`config.mk`:
```
export PLATFORM = sky130hd
export DESIGN_NAME = bcd_calendar_counter
export DESIGN_NICKNAME = d
export VERILOG_FILES = /design/src/rtl/calendar_pkg.sv /design/src/rtl/leap_year_bcd.sv /design/src/rtl/bcd_calendar_counter.sv
export SDC_FILE = /design/constraint.sdc
export NUM_CORES = 1
export LEC_CHECK = 0
export BUFFER_PORTS_ARGS = -buffer_cell sky130_fd_sc_hd__buf_2
export CAP_MARGIN = 30
export CELL_PAD_IN_SITES_DETAIL_PLACEMENT = 2
export CELL_PAD_IN_SITES_GLOBAL_PLACEMENT = 2
export CORE_MARGIN = 4
export CORE_UTILIZATION = 30
export CTS_CLUSTER_SIZE = 40
export DETAILED_ROUTE_END_ITERATION = 6
export GPL_ROUTABILITY_DRIVEN = 0
export HOLD_SLACK_MARGIN = 0.1
export PLACE_DENSITY = 0.78
export SYNTH_ARGS = -nofsm -noshare
export SYNTH_HDL_FRONTEND = slang
export SYNTH_HIERARCHICAL = 1
export SYNTH_SLANG_ARGS = --single-unit
```
`constraint.sdc`:
```
create_clock -name clk -period 3.5 [get_ports clk]
set_input_delay 0.525 -clock clk [delete_from_list [all_inputs] [get_ports clk]]
set_output_delay 0.525 -clock clk [all_outputs]
set_load 0.05 [all_outputs]
```
`src/rtl/calendar_pkg.sv`:
```
// Shared types and BCD helpers for the calendar datapath.
package calendar_pkg;

    typedef logic [3:0] bcd_digit_t;

    typedef enum logic [2:0] {
        SUN = 3'd0,
        MON = 3'd1,
        TUE = 3'd2,
        WED = 3'd3,
        THU = 3'd4,
        FRI = 3'd5,
        SAT = 3'd6
    } weekday_t;

    localparam logic [7:0] FEB = 8'h02;
    localparam logic [7:0] APR = 8'h04;
    localparam logic [7:0] JUN = 8'h06;
    localparam logic [7:0] SEP = 8'h09;
    localparam logic [7:0] NOV = 8'h11;
    localparam logic [7:0] DEC = 8'h12;

    function automatic logic [7:0] days_in_month(input logic [7:0] month, input logic leap);
        case (month)
            FEB:                days_in_month = leap ? 8'h29 : 8'h28;
            APR, JUN, SEP, NOV: days_in_month = 8'h30;
            default:            days_in_month = 8'h31;
        endcase
    endfunction

    // Returns {carry, digit}; 9 rolls to 0 with carry set.
    function automatic logic [4:0] bcd_inc(input bcd_digit_t digit);
        if (digit == 4'd9)
            bcd_inc = {1'b1, 4'd0};
        else
            bcd_inc = {1'b0, digit + 4'd1};
    endfunction

    function automatic logic [7:0] bcd2_inc(input logic [7:0] value);
        logic [4:0] lo;
        lo = bcd_inc(value[3:0]);
        bcd2_inc = lo[4] ? {value[7:4] + 4'd1, 4'd0} : {value[7:4], lo[3:0]};
    endfunction

endpackage

```
`src/rtl/leap_year_bcd.sv`:
```
// Combinational Gregorian leap-year detector working directly on BCD digits.
module leap_year_bcd
    import calendar_pkg::*;
#(
    parameter int YEAR_DIGITS = 4
) (
    input  logic [4*YEAR_DIGITS-1:0] year,
    output logic                     leap
);

    // Two-digit number tens*10+ones is divisible by 4.
    function automatic logic m4(input bcd_digit_t t, input bcd_digit_t o);
        if (!t[0])
            m4 = (o == 4'd0) || (o == 4'd4) || (o == 4'd8);
        else
            m4 = (o == 4'd2) || (o == 4'd6);
    endfunction

    bcd_digit_t ones, tens, hundreds, thousands;
    logic       div4, div100, div400;

    assign ones      = year[3:0];
    assign tens      = year[7:4];
    assign hundreds  = year[11:8];
    assign thousands = year[15:12];

    // Digits above thousands never matter since 10000 is a multiple of 400.
    generate
        if (YEAR_DIGITS > 4) begin : g_upper
            logic unused_upper;
            assign unused_upper = ^year[4*YEAR_DIGITS-1:16];
        end
    endgenerate

    assign div4   = m4(tens, ones);
    assign div100 = (tens == 4'd0) && (ones == 4'd0);
    assign div400 = div100 && m4(thousands, hundreds);
    assign leap   = div4 && (!div100 || div400);

endmodule

```
`src/rtl/bcd_calendar_counter.sv`:
```
// Registered BCD year/month/day/weekday counter with validated parallel load.
module bcd_calendar_counter
    import calendar_pkg::*;
#(
    parameter int YEAR_DIGITS   = 4,
    parameter int RESET_YEAR    = 2000,
    parameter int RESET_WEEKDAY = 6
) (
    input  logic                     clk,
    input  logic                     rst_n,
    input  logic                     en,
    input  logic                     load,
    input  logic [4*YEAR_DIGITS-1:0] ld_year,
    input  logic [7:0]               ld_month,
    input  logic [7:0]               ld_day,
    input  logic [2:0]               ld_weekday,
    output logic [4*YEAR_DIGITS-1:0] year,
    output logic [7:0]               month,
    output logic [7:0]               day,
    output logic [2:0]               weekday,
    output logic                     leap,
    output logic                     eoy,
    output logic                     wrap,
    output logic                     ld_err
);

    localparam int YW = 4 * YEAR_DIGITS;

    function automatic logic [YW-1:0] dec_to_bcd(input int unsigned value);
        logic [YW-1:0] r;
        int unsigned   v;
        r = '0;
        v = value;
        for (int i = 0; i < YEAR_DIGITS; i++) begin
            r[4*i +: 4] = 4'(v % 10);
            v = v / 10;
        end
        return r;
    endfunction

    localparam logic [YW-1:0] RESET_YEAR_BCD = dec_to_bcd(RESET_YEAR);
    localparam weekday_t      RESET_WD       = weekday_t'(3'(RESET_WEEKDAY));

    logic [YW-1:0] year_q, year_d, year_inc;
    logic [7:0]    month_q, month_d, day_q, day_d;
    weekday_t      weekday_q, weekday_d;
    logic          eoy_q, eoy_d, wrap_q, wrap_d, ld_err_q, ld_err_d;
    logic          year_carry, cur_leap, ld_leap, ld_nibbles_ok, ld_ok;

    leap_year_bcd #(.YEAR_DIGITS(YEAR_DIGITS)) u_cur_leap (.year(year_q),  .leap(cur_leap));
    leap_year_bcd #(.YEAR_DIGITS(YEAR_DIGITS)) u_ld_leap  (.year(ld_year), .leap(ld_leap));

    // Ripple-carry BCD increment of the whole year; final carry means all-9s wrapped.
    always_comb begin
        year_inc   = year_q;
        year_carry = 1'b1;
        for (int i = 0; i < YEAR_DIGITS; i++) begin
            if (year_carry)
                {year_carry, year_inc[4*i +: 4]} = bcd_inc(year_q[4*i +: 4]);
        end
    end

    always_comb begin
        ld_nibbles_ok = (ld_month[3:0] <= 4'd9) && (ld_month[7:4] <= 4'd9) &&
                        (ld_day[3:0] <= 4'd9)   && (ld_day[7:4] <= 4'd9);
        for (int i = 0; i < YEAR_DIGITS; i++) begin
            if (ld_year[4*i +: 4] > 4'd9)
                ld_nibbles_ok = 1'b0;
        end
    end

    assign ld_ok = ld_nibbles_ok &&
                   (ld_month >= 8'h01) && (ld_month <= DEC) &&
                   (ld_day >= 8'h01) && (ld_day <= days_in_month(ld_month, ld_leap)) &&
                   (ld_weekday <= 3'd6);

    always_comb begin
        year_d    = year_q;
        month_d   = month_q;
        day_d     = day_q;
        weekday_d = weekday_q;
        eoy_d     = 1'b0;
        wrap_d    = 1'b0;
        ld_err_d  = 1'b0;
        if (load) begin
            if (ld_ok) begin
                year_d    = ld_year;
                month_d   = ld_month;
                day_d     = ld_day;
                weekday_d = weekday_t'(ld_weekday);
            end else begin
                ld_err_d = 1'b1;
            end
        end else if (en) begin
            weekday_d = (weekday_q == SAT) ? SUN : weekday_t'(weekday_q + 3'd1);
            if (day_q != days_in_month(month_q, cur_leap)) begin
                day_d = bcd2_inc(day_q);
            end else begin
                day_d = 8'h01;
                if (month_q != DEC) begin
                    month_d = bcd2_inc(month_q);
                end else begin
                    month_d = 8'h01;
                    year_d  = year_inc;
                    eoy_d   = 1'b1;
                    wrap_d  = year_carry;
                end
            end
        end
    end

    always_ff @(posedge clk) begin
        if (!rst_n) begin
            year_q    <= RESET_YEAR_BCD;
            month_q   <= 8'h01;
            day_q     <= 8'h01;
            weekday_q <= RESET_WD;
            eoy_q     <= 1'b0;
            wrap_q    <= 1'b0;
            ld_err_q  <= 1'b0;
        end else begin
            year_q    <= year_d;
            month_q   <= month_d;
            day_q     <= day_d;
            weekday_q <= weekday_d;
            eoy_q     <= eoy_d;
            wrap_q    <= wrap_d;
            ld_err_q  <= ld_err_d;
        end
    end

    assign year    = year_q;
    assign month   = month_q;
    assign day     = day_q;
    assign weekday = weekday_q;
    assign leap    = cur_leap;
    assign eoy     = eoy_q;
    assign wrap    = wrap_q;
    assign ld_err  = ld_err_q;

endmodule

```
==> flow_summary.json <==
{
  "status": "finished clean",
  "hold_violations": 0,
  "slew-limit-headroom_pct": 54.43,
  "fmax_mhz": 314.6,
  "endpoint_kind": "flop",
  "worstPathRequired_ns": 3.73,
  "p_sw_uw": 303.8,
  "rsz0062_at_grt": "no",
  "synth_cells": 404,
  "pin_count": 78,
  "nFillCells": 1204,
  "fin_nets": 525,
  "synth_common_cells": "nand2_1 (51), dfxtp_1 (38), o21ai_0 (33), nor2_1 (26), a21oi_1 (22)",
  "crit_type": "input port to flop",
  "leakage_nw": 1.471,
  "grt_overflow": 0,
  "multi_input_area_um2": 2092,
  "drc_errors": 0,
  "min_period_over_period_pct": 90.82,
  "hold_path_class": "flop to flop",
  "syn_area_per_cell_um2": 7.476,
  "ys_seq_area_share_pct": 25.19,
  "clockRootBuffer": "clkbuf_8",
  "crit_path_max_incr_delay_ns": 0.50,
  "coreArea_um2": 9774,
  "p_seq_share_pct": 44.2,
  "vdd_drop_max_mv": 0.1182,
  "setup_tns_ns": 0,
  "dp_hpwl_mm": 8.963,
  "synth_flop_cell": "dfxtp_1",
  "clockBufferDepth": 2,
  "synth.top_cell.area_share_pct": 25.19,
  "async_reset_ff_share_pct": 0,
  "period_needed_ns": 3.179,
  "power.share.combinational_pct": 18.5,
  "die_h_um": 108.3,
  "routed_via_density": 5.786,
  "drtIter0Drc": 111,
  "clock_latency_ns": 0.29,
  "cts_hold_buf": 0,
  "final_max_slew_viol_count": 0,
  "cp.buffers_inverters": 2,
  "antenna_found_initial": 0,
  "grt_max_degree": 44,
  "path_max_fanout": 33,
  "skew_ns": 0.001651,
  "synth-warning-count": 6,
  "cp_slowest_cell": "nor4_1",
  "yosysMostFrequentCell": "nand2_1",
  "clock-sinks": 38,
  "grt_util_all_layers_pct": 20.85,
  "cpMostUsedCell": "nand2_1",
  "drv_cap": 0,
  "reg2reg_depth": 10,
  "antenna_left": 0,
  "drive_gt1_share_pct": 23.01,
  "cts.reportedPaths.clkPinSlew_ns": 0.08,
  "worst_slew_pin_slew_ns": 0.6740,
  "syn_nets": 452,
  "setup_viol": 0,
  "synth_edf_count": 0,
  "synth-seq-cells": 38,
  "cts_setup_buffers": 0,
  "rows": 36,
  "clkPwrFrac_pct": 37.3,
  "vias": 3535,
  "regArea_um2": 760.7,
  "cp.depth": 15,
  "port_buffers": 77,
  "critPathTopFamily": "simple AND/OR/NAND/NOR gates",
  "yosysTopAreaCell": "dfxtp_1",
  "grt_pass1_wl_mm": 19.69,
  "synth.distinct_cells": 70,
  "switching_share_pct": 29.77,
  "die_w_um": 108.3,
  "cp.arrival_ns": 3.41,
  "wl_per_cell_um": 19.50,
  "cts_tree": "built",
  "diodes": 0,
  "die_area_um2": 11740,
  "first_pass_iters": 4,
  "design_area_um2": 3681,
  "syn_to_final_growth_pct": 21.87,
  "p_int_uw": 716.7,
  "drt-total-wl_mm": 11.91,
  "placed_area_um2": 3568,
  "crit_path_start_kind": "input port",
  "worstPathCellList": "buf_2 -> nor4_1 -> a311oi_2 -> nor2b_1 -> o21ai_0 -> nand2_1 -> nand2_1 -> ha_1 -> nand4_1 -> o211ai_1 -> and4_1 -> a311oi_4 -> buf_12 -> o21bai_2 -> mux2i_1",
  "synth_area_um2": 3020,
  "hold-path-cell-count": 2,
  "p_per_area_nw_per_um2": 277.2,
  "cts_made_buffers": 5,
  "h-tree-depth": 2,
  "grt_pass1_vias": 3753,
  "initial_core_util_pct": 30.90,
  "cts_resized": 0,
  "synthTopCellsByArea": "dfxtp_1 (25%), nand2_1 (6.3%), o21ai_0 (5.5%)"
}
-- placed cells by master (no fill, tap or decap), drive strengths merged, types with 4 or more instances in the layout --
| master | count |
|---|---|
| a211o | 4 |
| a211oi | 9 |
| a21oi | 22 |
| a22oi | 11 |
| a31oi | 7 |
| and2 | 5 |
| buf | 88 |
| clkbuf | 7 |
| dfxtp | 38 |
| ha | 9 |
| inv | 19 |
| mux2i | 11 |
| nand2 | 52 |
| nand2b | 5 |
| nand3 | 13 |
| nand4 | 7 |
| nor2 | 26 |
| nor2b | 7 |
| nor3 | 13 |
| nor3b | 5 |
| nor4 | 5 |
| o211ai | 14 |
| o21ai | 33 |
| o31ai | 8 |
| o41ai | 4 |
-- path summary, 6_finish.rpt --
path                          from                    to  slack, ns
max                     ld_year[1]  year[7]$_SDFFE_PN0P_       0.32
min            day[5]$_SDFFE_PN0P_   day[5]$_SDFFE_PN0P_       0.53
max reg2reg  year[12]$_SDFFE_PN0P_  year[7]$_SDFFE_PN0P_       0.64
min reg2reg    day[5]$_SDFFE_PN0P_   day[5]$_SDFFE_PN0P_       0.53
-- registers in the layout, summed over array words and instances (netlist names) --
signal / cells
day: 8
eoy: 1
ld_err: 1
month: 8
weekday: 3
wrap: 1
year: 16
-- final cells by class --
| class | count | area share, % |
|---|---|---|
| tap | 133 | 4.521 |
| sequential | 38 | 20.67 |
| timing repair buffer | 88 | 13.05 |
| inverter | 20 | 2.039 |
| multi-input combinational | 324 | 56.83 |
| clock inverter | 1 | 0.8158 |
| clock buffer | 7 | 2.073 |
-- per-layer routing --
layer | share of wire [%] | vias up | track usage, %
met5 | 0 | - | 0
met4 | 1.5 | 0 | 4.869
met3 | 3.8 | 15 | 2.806
met2 | 49 | 75 | 35.26
met1 | 46 | 1771 | 28.14
li1 | - | 1674 | -
-- worst reg2reg max path: stages (launching register included) --
cell,delay (ns)
dfxtp_1,0.41
a211o_1,0.31
a21o_1,0.20
a311oi_2,0.31
nand3_1,0.19
and2_1,0.23
and4_4,0.19
a311oi_4,0.30
buf_12,0.23
o21bai_2,0.22
mux2i_1,0.21
-- power groups by stage --
stage	clock, mW	sequential (mW)	combinational (mW)
after floorplan	0	0.482	0.0878
after global placement	0	0.461	0.181
after detailed placement	0	0.462	0.188
after CTS	0.388	0.451	0.189
after global routing	0.408	0.454	0.208
final	0.380	0.451	0.189
-- metrics by stage --
step                util, %  total power [mW]  worst slack [ns]  std cells  hold slack (ns)
global route          37.66             1.070           0.06551        611           0.5525
detailed placement    36.51            0.6491          -0.06558        603           0.5325
CTS                   37.60             1.028            0.2342        611           0.5346
global placement      36.51            0.6414            0.1454        603           0.5074
floorplan                 -            0.5698            0.1673        404           0.7067
finish                37.66             1.020            0.3213        611           0.5299
-- logic make-up (layout without fill, tap and decap cells) --
family / after synthesis / count (layout) / synth area share [%]
compound gates: 141 / 141 / 33.06
fa+ha+maj: 9 / 9 / 3.728
xor+xnor: 3 / 3 / 0.8701
flops: 38 / 38 / 25.19
buf+inv: 42 / 116 / 5.965
simple gates: 160 / 160 / 27.55
mux: 11 / 11 / 3.646
No activity file was read; power rests on OpenSTA's default activity.
